**src/rtl/inst_queue.sv**
```systemverilog
// Decoupling instruction queue between the IF1 FIFO stage and decode.
// Accepts one fetch group per cycle (two slots, or one when in_pc[2]=1),
// stores instructions as individual slots in a circular buffer and presents
// the two oldest slots to decode. Backpressure (in_ready, space_ok,
// nearly_full) is decoded from the registered occupancy count only.
//
// Ports:
//   clk, rstn          clock, asynchronous active-low reset
//   flush              empties the queue; wins over push and pop
//   in_valid/in_ready  fetch group handshake
//   in_pc..in_excp_flag  fetch group payload
//   space_ok           at least 4 free slots
//   nearly_full        2 or 3 free slots
//   id_pop             slots consumed by decode this cycle (clamped to count)
//   dq_*               two oldest slots; invalid slots read as NOP / zero
module inst_queue #(
    parameter int unsigned DEPTH     = 8,
    parameter int unsigned LOG_DEPTH = 3
) (
    input  logic        clk,
    input  logic        rstn,
    input  logic        flush,
    input  logic        in_valid,
    output logic        in_ready,
    input  logic [31:0] in_pc,
    input  logic [31:0] in_pc_next,
    input  logic        in_pc_taken,
    input  logic [31:0] in_inst0,
    input  logic [31:0] in_inst1,
    input  logic [31:0] in_badv,
    input  logic [6:0]  in_exception,
    input  logic [1:0]  in_excp_flag,
    output logic        space_ok,
    output logic        nearly_full,
    input  logic [1:0]  id_pop,
    output logic [1:0]  dq_valid,
    output logic [31:0] dq_pc0,
    output logic [31:0] dq_pc1,
    output logic [31:0] dq_inst0,
    output logic [31:0] dq_inst1,
    output logic [31:0] dq_pc_next0,
    output logic [31:0] dq_pc_next1,
    output logic [1:0]  dq_taken,
    output logic [1:0]  dq_excp_flag,
    output logic [6:0]  dq_exception0,
    output logic [6:0]  dq_exception1,
    output logic [31:0] dq_badv0,
    output logic [31:0] dq_badv1
);

    localparam int unsigned CW       = LOG_DEPTH + 1;
    localparam logic [31:0] INST_NOP = 32'h0340_0000;

    // Slot storage (intentionally not reset)
    logic [31:0] pc_q      [DEPTH];
    logic [31:0] inst_q    [DEPTH];
    logic [31:0] pc_next_q [DEPTH];
    logic        taken_q   [DEPTH];
    logic        flag_q    [DEPTH];
    logic [6:0]  exc_q     [DEPTH];
    logic [31:0] badv_q    [DEPTH];

    logic [LOG_DEPTH-1:0] head_ptr;
    logic [LOG_DEPTH-1:0] tail_ptr;
    logic [CW-1:0]        count;

    logic                 push;
    logic [CW-1:0]        push_n;
    logic [CW-1:0]        pop_n;
    logic [CW-1:0]        id_pop_w;
    logic [LOG_DEPTH-1:0] tail1;
    logic [LOG_DEPTH-1:0] head1;
    logic [31:0]          pc_plus4;

    // Backpressure from registered count; same-cycle pops are not credited
    assign in_ready    = (count <= CW'(DEPTH - 2));
    assign space_ok    = (count <= CW'(DEPTH - 4));
    assign nearly_full = (count >= CW'(DEPTH - 3)) && (count <= CW'(DEPTH - 2));

    // Push/pop amounts; decode over-pop is clamped to occupancy
    always_comb begin
        push     = in_valid & in_ready;
        push_n   = in_pc[2] ? CW'(1) : CW'(2);
        id_pop_w = CW'(id_pop);
        pop_n    = (id_pop_w > count) ? count : id_pop_w;
        tail1    = tail_ptr + LOG_DEPTH'(1);
        head1    = head_ptr + LOG_DEPTH'(1);
        pc_plus4 = in_pc + 32'd4;
    end

    // Pointer and occupancy state
    always_ff @(posedge clk or negedge rstn) begin
        if (!rstn) begin
            head_ptr <= '0;
            tail_ptr <= '0;
            count    <= '0;
        end else if (flush) begin
            head_ptr <= '0;
            tail_ptr <= '0;
            count    <= '0;
        end else begin
            count    <= count + (push ? push_n : CW'(0)) - pop_n;
            tail_ptr <= tail_ptr + (push ? LOG_DEPTH'(push_n) : LOG_DEPTH'(0));
            head_ptr <= head_ptr + LOG_DEPTH'(pop_n);
        end
    end

    // Slot writes; only the last slot of a group carries the prediction
    always_ff @(posedge clk) begin
        if (push && !flush) begin
            pc_q[tail_ptr]      <= in_pc;
            inst_q[tail_ptr]    <= in_inst0;
            pc_next_q[tail_ptr] <= in_pc[2] ? in_pc_next : pc_plus4;
            taken_q[tail_ptr]   <= in_pc[2] & in_pc_taken;
            flag_q[tail_ptr]    <= in_excp_flag[0];
            exc_q[tail_ptr]     <= in_exception;
            badv_q[tail_ptr]    <= in_badv;
            if (!in_pc[2]) begin
                pc_q[tail1]      <= pc_plus4;
                inst_q[tail1]    <= in_inst1;
                pc_next_q[tail1] <= in_pc_next;
                taken_q[tail1]   <= in_pc_taken;
                flag_q[tail1]    <= in_excp_flag[1];
                exc_q[tail1]     <= in_exception;
                badv_q[tail1]    <= in_badv;
            end
        end
    end

    // Dequeue view of the two oldest slots
    always_comb begin
        dq_valid[0] = (count >= CW'(1));
        dq_valid[1] = (count >= CW'(2));

        dq_pc0          = dq_valid[0] ? pc_q[head_ptr]      : 32'd0;
        dq_inst0        = dq_valid[0] ? inst_q[head_ptr]    : INST_NOP;
        dq_pc_next0     = dq_valid[0] ? pc_next_q[head_ptr] : 32'd0;
        dq_taken[0]     = dq_valid[0] & taken_q[head_ptr];
        dq_excp_flag[0] = dq_valid[0] & flag_q[head_ptr];
        dq_exception0   = dq_valid[0] ? exc_q[head_ptr]     : 7'd0;
        dq_badv0        = dq_valid[0] ? badv_q[head_ptr]    : 32'd0;

        dq_pc1          = dq_valid[1] ? pc_q[head1]      : 32'd0;
        dq_inst1        = dq_valid[1] ? inst_q[head1]    : INST_NOP;
        dq_pc_next1     = dq_valid[1] ? pc_next_q[head1] : 32'd0;
        dq_taken[1]     = dq_valid[1] & taken_q[head1];
        dq_excp_flag[1] = dq_valid[1] & flag_q[head1];
        dq_exception1   = dq_valid[1] ? exc_q[head1]     : 7'd0;
        dq_badv1        = dq_valid[1] ? badv_q[head1]    : 32'd0;
    end

endmodule
```
**config.mk**
```make
export PLATFORM = sky130hd
export DESIGN_NAME = inst_queue
export DESIGN_NICKNAME = d
export VERILOG_FILES = /design/src/rtl/inst_queue.sv
export SDC_FILE = /design/constraint.sdc
export NUM_CORES = 2
export LEC_CHECK = 0
export CORE_MARGIN = 5
export CORE_UTILIZATION = 30
export DETAILED_ROUTE_END_ITERATION = 8
export PLACE_DENSITY = 0.54
export SETUP_SLACK_MARGIN = 0.1
export SYNTH_ARGS = -nofsm -noshare
export SYNTH_HDL_FRONTEND = slang
export SYNTH_SLANG_ARGS = --single-unit
```
**constraint.sdc**
```tcl
create_clock -name clk -period 23.5 [get_ports clk]
set_input_delay 2.35 -clock clk [delete_from_list [all_inputs] [get_ports clk]]
set_output_delay 2.35 -clock clk [all_outputs]
set_load 0.1 [all_outputs]
```
Yosys cells after proc, flatten, opt, wreduce, memory -nomap -nowiden:

Memories as Yosys holds them, arrays and structs flattened.
Cells that the tools add are included.

* RAM bits: 1096
* output and inout bits: 279
* register bits after elaboration: 10
* memories kept: 7
* bits of input ports: 176
* logic and storage cells: 55

* mux-type cells: 23
* bitwise operators: 6
* $add $sub $neg: 7
* magnitude comparators: 6
* reduce and logical (&&, ||, !) cells: 3

Memory list
* badv_q: depth 8, bits a word 32, rd ports 2, clocked after memory_dff 0, write ports 2, RTL line 61 `logic [31:0] badv_q [DEPTH];`
* inst_q: depth 8, bits a word 32, rd ports 2, clocked after memory_dff 0, write ports 2, RTL line 56 `logic [31:0] inst_q [DEPTH];`
* pc_next_q: depth 8, bits a word 32, rd ports 2, clocked after memory_dff 0, write ports 2, RTL line 57 `logic [31:0] pc_next_q [DEPTH];`
* pc_q: depth 8, bits a word 32, rd ports 2, clocked after memory_dff 0, write ports 2, RTL line 55 `logic [31:0] pc_q [DEPTH];`
* exc_q: depth 8, bits a word 7, rd ports 2, clocked after memory_dff 0, write ports 2, RTL line 60 `logic [6:0] exc_q [DEPTH];`
* flag_q: depth 8, bits a word 1, rd ports 2, clocked after memory_dff 0, write ports 2, RTL line 59 `logic flag_q [DEPTH];`
* +1 memories

Operators by type and width (count)
* 32-bit two-way mux: 9
* 32-bit by 3-bit adder with 32-bit output, second input constant: 1
* 7-bit two-way mux: 2
* 4-bit by 3-bit <= comparator with 1-bit output, second input constant: 2
* 4-bit two-way mux: 2
* 3-bit by 1-bit adder with 3-bit output, second input constant: 2
* 1-bit bitwise AND: 6
* 2-bit two-way mux: 3
* 3-bit two-way mux: 2
* 1-bit two-way mux: 5
* 4-bit by 2-bit adder with 4-bit output: 1
* 4-bit by 1-bit greater-or-equal comparator with 1-bit output, second input constant: 1
* 4-bit by 2-bit greater-or-equal comparator with 1-bit output, second input constant: 1
* 4-bit by 3-bit greater-or-equal comparator with 1-bit output, second input constant: 1
* 2-bit by 4-bit > comparator with 1-bit output: 1
* 4-bit subtractor: 1
* 3-bit by 2-bit adder with 3-bit output: 1
* 3-bit adder: 1
* 1-bit logical AND: 2
* 1-bit logical NOT: 1

Logic depth before layout (Yosys ltp):

* word-level depth: 6
* gate-level depth with buffers: 14
* gate-level depth less buffers: 12

Worst setup path before layout:

Ideal clock, no wire load.

* kind: in2reg
* from: in flush
* to: mem badv_q[0][0], enable pin
* cell stages on the path: 3
* data required time: 22666 ps
* setup slack: 9520 ps
* arrival time: 13146 ps
* setup time: 834 ps
* cells stage by stage: nor3b_1 -> nand2_1 -> o31ai_1

RTL lines
* start, declared: RTL line 22 `input logic flush,`
* end, declared: RTL line 61

Worst setup path after layout:

* from: reg head_ptr[0]
* to: out dq_badv1[23]

* longest elaborated chain between the ends: 3

Ends and longest elaborated chain
* start, declared: RTL line 63 `logic [LOG_DEPTH-1:0] head_ptr;`
* start signal, assigned: RTL line 104 `head_ptr <= head_ptr + LOG_DEPTH'(pop_n);`
* 3-bit by 1-bit adder with 3-bit output: RTL line 87 `head1 = head_ptr + LOG_DEPTH'(1);`
* memory read 8 x 32 bit
* 32-bit two-way mux: RTL line 149 `dq_badv1 = dq_valid[1] ? badv_q[head1] : 32'd0;`
* end, declared: RTL line 48 `output logic [31:0] dq_badv1`

Every way passes these cells.

==> out/qor.yml <==
synth_top_area_cell: "edfxtp_1"
cp_max_fo: 63
dieHeight_microns: 457.1
routed_wl_microns: 214000
met3_usage_pct: 4.054
async_flop_share_pct: 0.9042
worst_slew_margin_rel_pct: 17.52
fmax_ghz: 0.1081
synth.area.top_cells: "edfxtp_1 55%, mux4_2 21%, nand2_1 7.8%"
clk_latency_ns: 0.79
gp_congestion: 0.7714
multi_input_area_sq_mm: 0.02459
setup_tns_ns: 0
dp_hpwl_microns: 128700
synth_seq_cells: 1106
place_inst: 7313
io_pins: 455
routedWlPerCell_microns: 28.28
path_cells: "buf_4 -> buf_4 -> buf_4 -> buf_4 -> mux4_2 -> nand2_1 -> a21oi_1 -> clkdlybuf4s50_1"
met1_usage_pct: 24.46
stdcell_count: 7566
initial_core_util_pct: 30.10
synth_top_area_share_pct: 54.87
drc: 0
finalNetCount: 4986
min_period_over_period_pct: 39.36
fin_crit_ns: 9.249
critical_path.top_delay_family: "buffers and inverters"
die_w_microns: 457.1
cts_buffer_depth: 3
htree_levels: 4
crit_path_end_kind: "primary output"
clock-sinks: 1106
n_fill_cell: 19110
routed-via-count: 40300
port_buffers: 454
drive_gt1_share_pct: 18.80
final_max_slew_viol_count: 0
ant_nets: 0
start_kind: "flip-flop"
yosysWarnings: 0
rows: 164
critPathBufInv: 5
synth_ff_type: "edfxtp_1"
syn-cell-area_sq_mm: 0.05998
overflow: 0
crit_arrival_ns: 6.90
final-seq-area_sq_mm: 0.03317
clock_skew_ns: 0.04722
area_growth_pct: 18.11
antenna_found_initial: 39
synth_cell_type_count: 51
min-delay-start: "tail_ptr[0]"
dieArea_sq_mm: 0.2090
ctsResizeCount: 0
cts_hold_buf: 0
rsz0062_at_grt: "no"
post_cts_buffers: 0
cts-root-buf: "clkbuf_16"
hold_violations: 0
synth_seq_area_share_pct: 55.29
tightest_slew_ns: 1.233
setup_violations: 0
synth-edff-count: 1096
status: "complete, no violations"
crit_start: "head_ptr[0]"
grtUsageMet2_pct: 34.55
grt_pass1_wl_microns: 303300
crit_type: "reg -> out"
cpMostUsedCell: "buf_4"
synthCells: 4682
drtIter0Drc: 3741
cts_tree: "yes"
required_ns: 21.15
min_path_type: "reg -> reg"
grt_start_max_net_pins: 130
via_per_inst: 5.326
globalRouteTotalUtil_pct: 19.91
grt_pass1_vias: 40570
grt.busiest_layer: "met2"
syn_area_per_cell_sq_um: 12.81
crit_slowest_cell: "clkdlybuf4s50_1"
cts_buffers: 132
core_area_sq_mm: 0.1992
dr.pass1.iters: 6
r2r-start: "count[3]"
synthesis.nets: 4877
maxCapViolCount: 0
path_clk_slew_ns: 0.07
critPathMaxStageDelay_ns: 1.21
-- metal layers --
| layer | vias to the layer above | part of all wire (%) |
|---|---|---|
| li1 | 17280 | - |
| met4 | 16 | 3.6 |
| met1 | 20760 | 38 |
| met2 | 1882 | 50 |
| met3 | 359 | 7.4 |
| met5 | - | 0.050 |
-- synthesized netlist by cell type (all sizes together), types with 18 or more instances --
| cell type | count |
|---|---|
| nand2 | 1244 |
| edfxtp | 1096 |
| mux4 | 548 |
| nor2 | 367 |
| a21oi | 346 |
| clkbuf | 323 |
| buf | 253 |
| mux2i | 147 |
| xnor2 | 99 |
| o21ai | 52 |
| xor2 | 31 |
| inv | 23 |
| nand3 | 18 |
-- per-stage QoR --
step / hold WS, ns / utilization [%] / area [sq um] / setup slack [ns]
finish: 0.7683 / 35.55 / 70840 / 14.25
global route: 0.8025 / 35.54 / 70820 / 13.67
CTS: 0.7759 / 35.53 / 70780 / 14.06
detailed placement: 0.7716 / 33.37 / 66490 / 14.95
global placement: 0.7282 / 33.37 / 66490 / 15.04
floorplan: 0.6083 / - / 59980 / 9.520
-- cell families after synthesis --
family | Yosys count | synth area share, %
mux | 712 | 23.35
compound gates | 406 | 3.532
xor+xnor | 130 | 1.898
simple gates | 1710 | 11.20
flops | 1106 | 55.29
buf+inv | 599 | 4.293
fa+ha+maj | 19 | 0.4339
-- path summary, 6_finish.rpt --
check                                 to  slack [ns]  depth (start not counted)
setup / recovery            dq_badv1[23]       14.25                          8
hold / removal               tail_ptr[0]        0.77                          2
setup reg to reg           badv_q[3][16]       18.34                          7
hold reg to reg              tail_ptr[0]        0.77                          2
max in group asynchronous    head_ptr[2]       21.20                          1
min in group asynchronous    tail_ptr[2]        1.90                          1
-- cell usage in the layout (no fill, tap or decap), types with 5 or more instances in the layout --
| master | instances |
|---|---|
| nand2_1 | 1243 |
| edfxtp_1 | 1096 |
| mux4_2 | 548 |
| clkdlybuf4s50_1 | 450 |
| nor2_1 | 366 |
| a21oi_1 | 337 |
| mux2i_1 | 147 |
| clkbuf_16 | 136 |
| xnor2_1 | 95 |
| buf_4 | 95 |
| o21ai_0 | 44 |
| xor2_1 | 30 |
| clkbuf_1 | 24 |
| diode_2 | 23 |
| inv_1 | 23 |
| clkinv_1 | 21 |
| clkinv_2 | 18 |
| mux2_2 | 17 |
| ha_1 | 15 |
| nor2b_1 | 14 |
| nor3_1 | 13 |
| bufinv_16 | 11 |
| nand3_1 | 10 |
| or2_2 | 10 |
| nand3_4 | 8 |
| and3_2 | 8 |
| a21oi_4 | 8 |
| dfrtp_1 | 7 |
| o21ai_4 | 6 |
| clkinvlp_4 | 6 |
| nor4_1 | 5 |
| buf_12 | 5 |
-- worst reg2reg max path: cells and delay by family, from the launching register on --
kind	cells	cell delay, ns
flip-flops	1	0.56
buffers and inverters	3	1.90
AND/OR/NAND/NOR	1	0.43
adder cells (fa/ha/maj)	1	0.34
AO/OA/AOI/OAI	2	1.49
-- flip-flops by register name, indices dropped and copies added (netlist names) --
name       cells
head_ptr       3
count          4
pc_next_q    256
tail_ptr       3
badv_q       256
inst_q       256
pc_q         256
exc_q         56
taken_q        8
flag_q         8
-- area by class of cell --
type                            instances  share of cell area [%]
Antenna cell                           23                 0.08125
Timing Repair Buffer                  551                   7.514
Tap cell                             2656                   4.691
Clock buffer                          160                   4.931
Multi-Input combinational cell       2977                   34.71
Clock inverter                         70                   1.125
Sequential cell                      1106                   46.83
Inverter                               23                  0.1219
Power is left out: the tool's default activity adds up to more than one toggle a clock period on the data nets, which glitch-free logic cannot reach.
